`config.mk`:
```
export PLATFORM = sky130hd
export DESIGN_NAME = winner_banner
export DESIGN_NICKNAME = d
export VERILOG_FILES = /design/src/rtl/winner_banner.sv
export SDC_FILE = /design/constraint.sdc
export NUM_CORES = 1
export LEC_CHECK = 0
export BUFFER_PORTS_ARGS = -buffer_cell sky130_fd_sc_hd__buf_2
export CORE_AREA = 2 2 202 204
export CTS_CLUSTER_SIZE = 40
export DETAILED_ROUTE_END_ITERATION = 10
export DIE_AREA = 0 0 204 206
export GPL_TIMING_DRIVEN = 0
export PLACE_DENSITY_LB_ADDON = 0.25
export SETUP_SLACK_MARGIN = 0.4
export SLEW_MARGIN = 20
export SYNTH_ARGS = -nofsm -noshare
export SYNTH_HDL_FRONTEND = slang
export SYNTH_SLANG_ARGS = --single-unit
```
`constraint.sdc`:
```
create_clock -name clk -period 3.6 [get_ports clk]
set_input_delay 0.18 -clock clk [delete_from_list [all_inputs] [get_ports clk]]
set_output_delay 0.18 -clock clk [all_outputs]
set_load 0.005 [all_outputs]
```
`src/rtl/winner_banner.sv`:
```
// End-of-round winner screen: latches the first win pulse and draws id+1 vertical bars until ack or timeout.
// Optional glyph blinking is compiled in when WINNER_BANNER_BLINK_EN is defined.
module winner_banner #(
  parameter int ROWS        = 16,
  parameter int COLS        = 16,
  parameter int NUM_PLAYERS = 2,
  parameter int HOLD_TICKS  = 600,
  parameter int BLINK_TICKS = 30,
  localparam int ID_W       = (NUM_PLAYERS > 1) ? $clog2(NUM_PLAYERS) : 1
) (
  input  logic                       clk,
  input  logic                       reset,
  input  logic                       tick,
  input  logic [NUM_PLAYERS-1:0]     win,
  input  logic                       ack,
  output logic [ROWS-1:0][COLS-1:0]  RedPixels,
  output logic [ROWS-1:0][COLS-1:0]  GrnPixels,
  output logic                       active,
  output logic [ID_W-1:0]            winner_id
);

  localparam int HC_W = (HOLD_TICKS > 0) ? $clog2(HOLD_TICKS + 1) : 1;
  localparam logic [HC_W-1:0] HOLD_LAST = HC_W'((HOLD_TICKS > 0) ? HOLD_TICKS - 1 : 0);
  localparam logic [COLS-1:0] BAR = COLS'(3);

  typedef enum logic {S_IDLE, S_SHOW} state_e;

  state_e            state_q, state_d;
  logic [ID_W-1:0]   winner_id_q, winner_id_d;
  logic [HC_W-1:0]   hold_cnt_q, hold_cnt_d;
  logic              active_q, active_d;
  logic [COLS-1:0]   glyph_row, grn_row, red_row;
  logic              show_px;

`ifdef WINNER_BANNER_BLINK_EN
  localparam int BC_W = (BLINK_TICKS > 1) ? $clog2(BLINK_TICKS) : 1;
  localparam logic [BC_W-1:0] BLINK_LAST = BC_W'((BLINK_TICKS > 0) ? BLINK_TICKS - 1 : 0);
  logic              phase_q, phase_d;
  logic [BC_W-1:0]   blink_cnt_q, blink_cnt_d;
`endif

  // Glyph for a winner: n=id+1 two-column bars on a 4-column pitch, centred.
  function automatic logic [COLS-1:0] make_glyph(input logic [ID_W-1:0] id);
    int n;
    int off;
    make_glyph = '0;
    n   = int'(id) + 1;
    off = (COLS - (4 * n - 2)) / 2;
    for (int k = 0; k < NUM_PLAYERS; k++) begin
      if (k < n) make_glyph = make_glyph | (BAR << (off + 4 * k));
    end
  endfunction

  always_comb begin
    // NOTE: every variable gets its hold value first so no path leaves it unassigned (no latch).
    state_d     = state_q;
    winner_id_d = winner_id_q;
    hold_cnt_d  = hold_cnt_q;
    case (state_q)
      S_IDLE: begin
        if (|win) begin
          state_d    = S_SHOW;
          hold_cnt_d = '0;
          // Scanning downward leaves the lowest set index as the winner.
          for (int i = NUM_PLAYERS - 1; i >= 0; i--) begin
            if ((win & (NUM_PLAYERS'(1) << i)) != '0) winner_id_d = ID_W'(i);
          end
        end
      end
      S_SHOW: begin
        if (ack) begin
          state_d = S_IDLE;
        end else if (tick) begin
          if (HOLD_TICKS > 0 && hold_cnt_q == HOLD_LAST) state_d = S_IDLE;
          else hold_cnt_d = hold_cnt_q + HC_W'(1);
        end
      end
      default: state_d = S_IDLE;
    endcase
    active_d = (state_d == S_SHOW);
  end

`ifdef WINNER_BANNER_BLINK_EN
  always_comb begin
    phase_d     = phase_q;
    blink_cnt_d = blink_cnt_q;
    if (state_q == S_IDLE) begin
      phase_d     = 1'b1;
      blink_cnt_d = '0;
    end else if (state_d == S_SHOW && tick) begin
      if (blink_cnt_q == BLINK_LAST) begin
        phase_d     = ~phase_q;
        blink_cnt_d = '0;
      end else begin
        blink_cnt_d = blink_cnt_q + BC_W'(1);
      end
    end
  end
`endif

  always_ff @(posedge clk) begin
    // NOTE: registered state uses non-blocking assignments so all flops update together.
    if (reset) begin
      state_q     <= S_IDLE;
      winner_id_q <= '0;
      hold_cnt_q  <= '0;
      active_q    <= 1'b0;
`ifdef WINNER_BANNER_BLINK_EN
      phase_q     <= 1'b1;
      blink_cnt_q <= '0;
`endif
    end else begin
      state_q     <= state_d;
      winner_id_q <= winner_id_d;
      hold_cnt_q  <= hold_cnt_d;
      active_q    <= active_d;
`ifdef WINNER_BANNER_BLINK_EN
      phase_q     <= phase_d;
      blink_cnt_q <= blink_cnt_d;
`endif
    end
  end

  always_comb begin
    glyph_row = make_glyph(winner_id_q);
`ifdef WINNER_BANNER_BLINK_EN
    show_px   = (state_q == S_SHOW) && phase_q;
`else
    show_px   = (state_q == S_SHOW);
`endif
    grn_row   = show_px ? glyph_row : '0;
    red_row   = (show_px && winner_id_q[0]) ? glyph_row : '0;
  end

  assign GrnPixels = {ROWS{grn_row}};
  assign RedPixels = {ROWS{red_row}};
  assign active    = active_q;
  assign winner_id = winner_id_q;

endmodule

```
==> reports/metrics.cfg <==
[critical_path]
worst-setup-path-type=flip-flop to primary output
worst_r2r_endpoint=hold_cnt_q[0]$_SDFFE_PP0P_
startpoint_type=flip-flop
slowest_stage=and2_4
r2r_cells=4
critPathArrivalTime_ns=2.29
worst_setup_path_end_kind=primary output
r2r_start=hold_cnt_q[6]$_SDFFE_PP0P_
slowest_delay_ns=0.62
crit_chain=clkbuf_1 > and2_4 > buf_16 > buf_4 > buf_2
critPathMaxFanout=69
rrSetupSlack_ns=1.72
crit_end=GrnPixels[73]
worstPathRequired_ns=3.42
worstSetupStartpoint=active$_SDFF_PP0_

[route]
postRouteAntennaNets=0
firstDrtPassIters=4
routedWlPerCell_um=6.24
wl_met3_mm=1.27
drc=0
wl_met2_mm=5.84
wl_met1_mm=3.06
routed.top_layer=met4
drt-initial-drc-count=87
vias=3711
vias_per_cell=2.26
wirelength_mm=10.3

[clock_network]
cts_buffer_depth=2
htreeDepth=1
clkSlewWorstSetupHoldPaths_ns=0.05
numCtsBuffers=3
ctsHoldBuffers=0
tritoncts=built
cts.sinks=12
cts_setup_buffers=0
ctsResizeCount=0
clk_latency_ns=0.24
root_buffer=clkbuf_16

[timing]
report.final.slew_viol_count=0
rsz0062_at_grt=false
setup_viol=0
fin_crit_ns=2.47
worst_pin_slew_ns=0.683
setup_ws_ns=1.13
finalCritPeriodShare_pct=68.6
fin_worst_skew_ns=0.00155
finalHoldViolations=0
fmax_mhz=405
relSlewSlack_pct=54.4

[yosys]
synthTopCellsByArea=buf_4 (85%), dfxtp_1 (5.3%), a21oi_1 (0.89%)
synth_edf_count=0
synth.most_common_cell=buf_4
ys_ff_latch=12
async_flop_share_pct=0
synth_top_area_share_pct=85.1
synth_area_um2=4500
yosys_warnings=0
synth_top_flop_cell=dfxtp_1
synth_commonest_cells=buf_4 (510), dfxtp_1 (12), a21oi_1 (8), nand2_1 (7)
synth_cell_types=36
synthCells=587
avgSynthCellArea_um2=7.67
ys_seq_area_share_pct=5.34
synth_top_area_cell=buf_4

[cells_and_area]
area_delta_synth_final_pct=65.9
drive_above_1_share_pct=62.0
ff_latch_area_um2=240
antenna_cells=0
multi_input_area_um2=1750
fin_cells=1643
finalNetCount=1119
fillers=4573
post-route-util_pct=18.6

[pwr]
p_leak_nw=5.07
peakVddDrop_uv=103
p_total_mw=1.03
power_density_nw_per_um2=138

[die]
die_area_um2=42000
start_util_pct=11.2
core.rowCount=74
die_x_um=204
core_area_um2=40200
fp.dieH_um=206
num_io_pins=520

[place]
dp.cells=1639
dp_slack_ns=1.32
gp_congestion=0.705
port_buffers=167
dpl.hpwl_mm=9.49

[global_routing]
grt-ovfl-total=0
grt_usage_pct=3.83
grt_max_degree=70
grt_pass1_vias=2596
grt_pass1_wl_mm=13.3
antenna_found_initial=0

[worst_hold_path]
hold_path.class=primary input to flip-flop

[outcome]
status=finished, final reports clean

[run]
cap_violations=0

==> critical path, delay by kind of cell (launching register included) <==
kind | cells | cell delay, ns
buf+inv | 4 | 0.98
flops | 1 | 0.38
simple gates | 1 | 0.62
==> cells by family after synthesis <==
family	count (synthesis)	share of synthesized area (%)
simple gates	31	3.95
buf+inv	513	85.3
mux	1	0.222
flops	12	5.34
fa+ha+maj	1	0.278
compound gates	28	4.81
other cells	1	0.0833
==> report_power, final <==
group | switching (mW) | total [mW] | internal [mW]
logic | 0.251 | 0.658 | 0.407
clock network | 0.0621 | 0.230 | 0.168
registers | 0.00280 | 0.138 | 0.136
total | 0.316 | 1.03 | 0.711
==> routing by layer <==
| metal | GRT usage, % | vias to the layer above |
|---|---|---|
| met5 | 0 | - |
| met2 | 8.37 | 254 |
| met1 | 3.60 | 1434 |
| met3 | 0.646 | 4 |
| li1 | - | 2019 |
| met4 | 0.854 | 0 |
==> worst min path at each step <==
stage          from  cells after the start                end  slack [ns]
4_1_cts        tick                      2  active$_SDFF_PP0_        0.12
6_report       tick                      2  active$_SDFF_PP0_        0.12
5_1_grt        tick                      2  active$_SDFF_PP0_        0.12
2_1_floorplan  tick                      1  active$_SDFF_PP0_        0.27
3_5_place_dp   tick                      2  active$_SDFF_PP0_        0.37
3_3_place_gp   tick                      2  active$_SDFF_PP0_        0.37
==> registers in the layout (all words and copies together), names as in the netlist <==
name        flops
active          1
winner_id       1
hold_cnt_q     10
==> stage by stage <==
step | TNS (ns) | hold slack, ns | area (um2)
global route | 0 | 0.123 | 7470
global placement | -1.60 | 0.372 | 7320
CTS | 0 | 0.119 | 7470
finish | 0 | 0.120 | 7470
detailed placement | 0 | 0.374 | 7380
floorplan | 0 | 0.268 | 5820
==> layout make-up <==
type                       instances  area share (%)
tap                              532            8.92
clock buffer                       4            1.19
inverter                           1          0.0503
sequential                        12            3.22
multi-input combinational        413            23.4
timing repair buffer             169            11.8
buffer                           512            51.4
==> layout by cell type, fill, tap and decap left out, drive strengths merged, types with 2 or more instances in the layout <==
master   count
nand2b       3
conb       352
nand3        4
a31oi        2
and3         3
and2         2
o2bb2ai      2
a21o         2
nor2         3
buf        679
nand2        7
nor3         3
a311oi       4
dfxtp       12
clkbuf       6
a21oi        8
(Power assumes the default switching activity.)
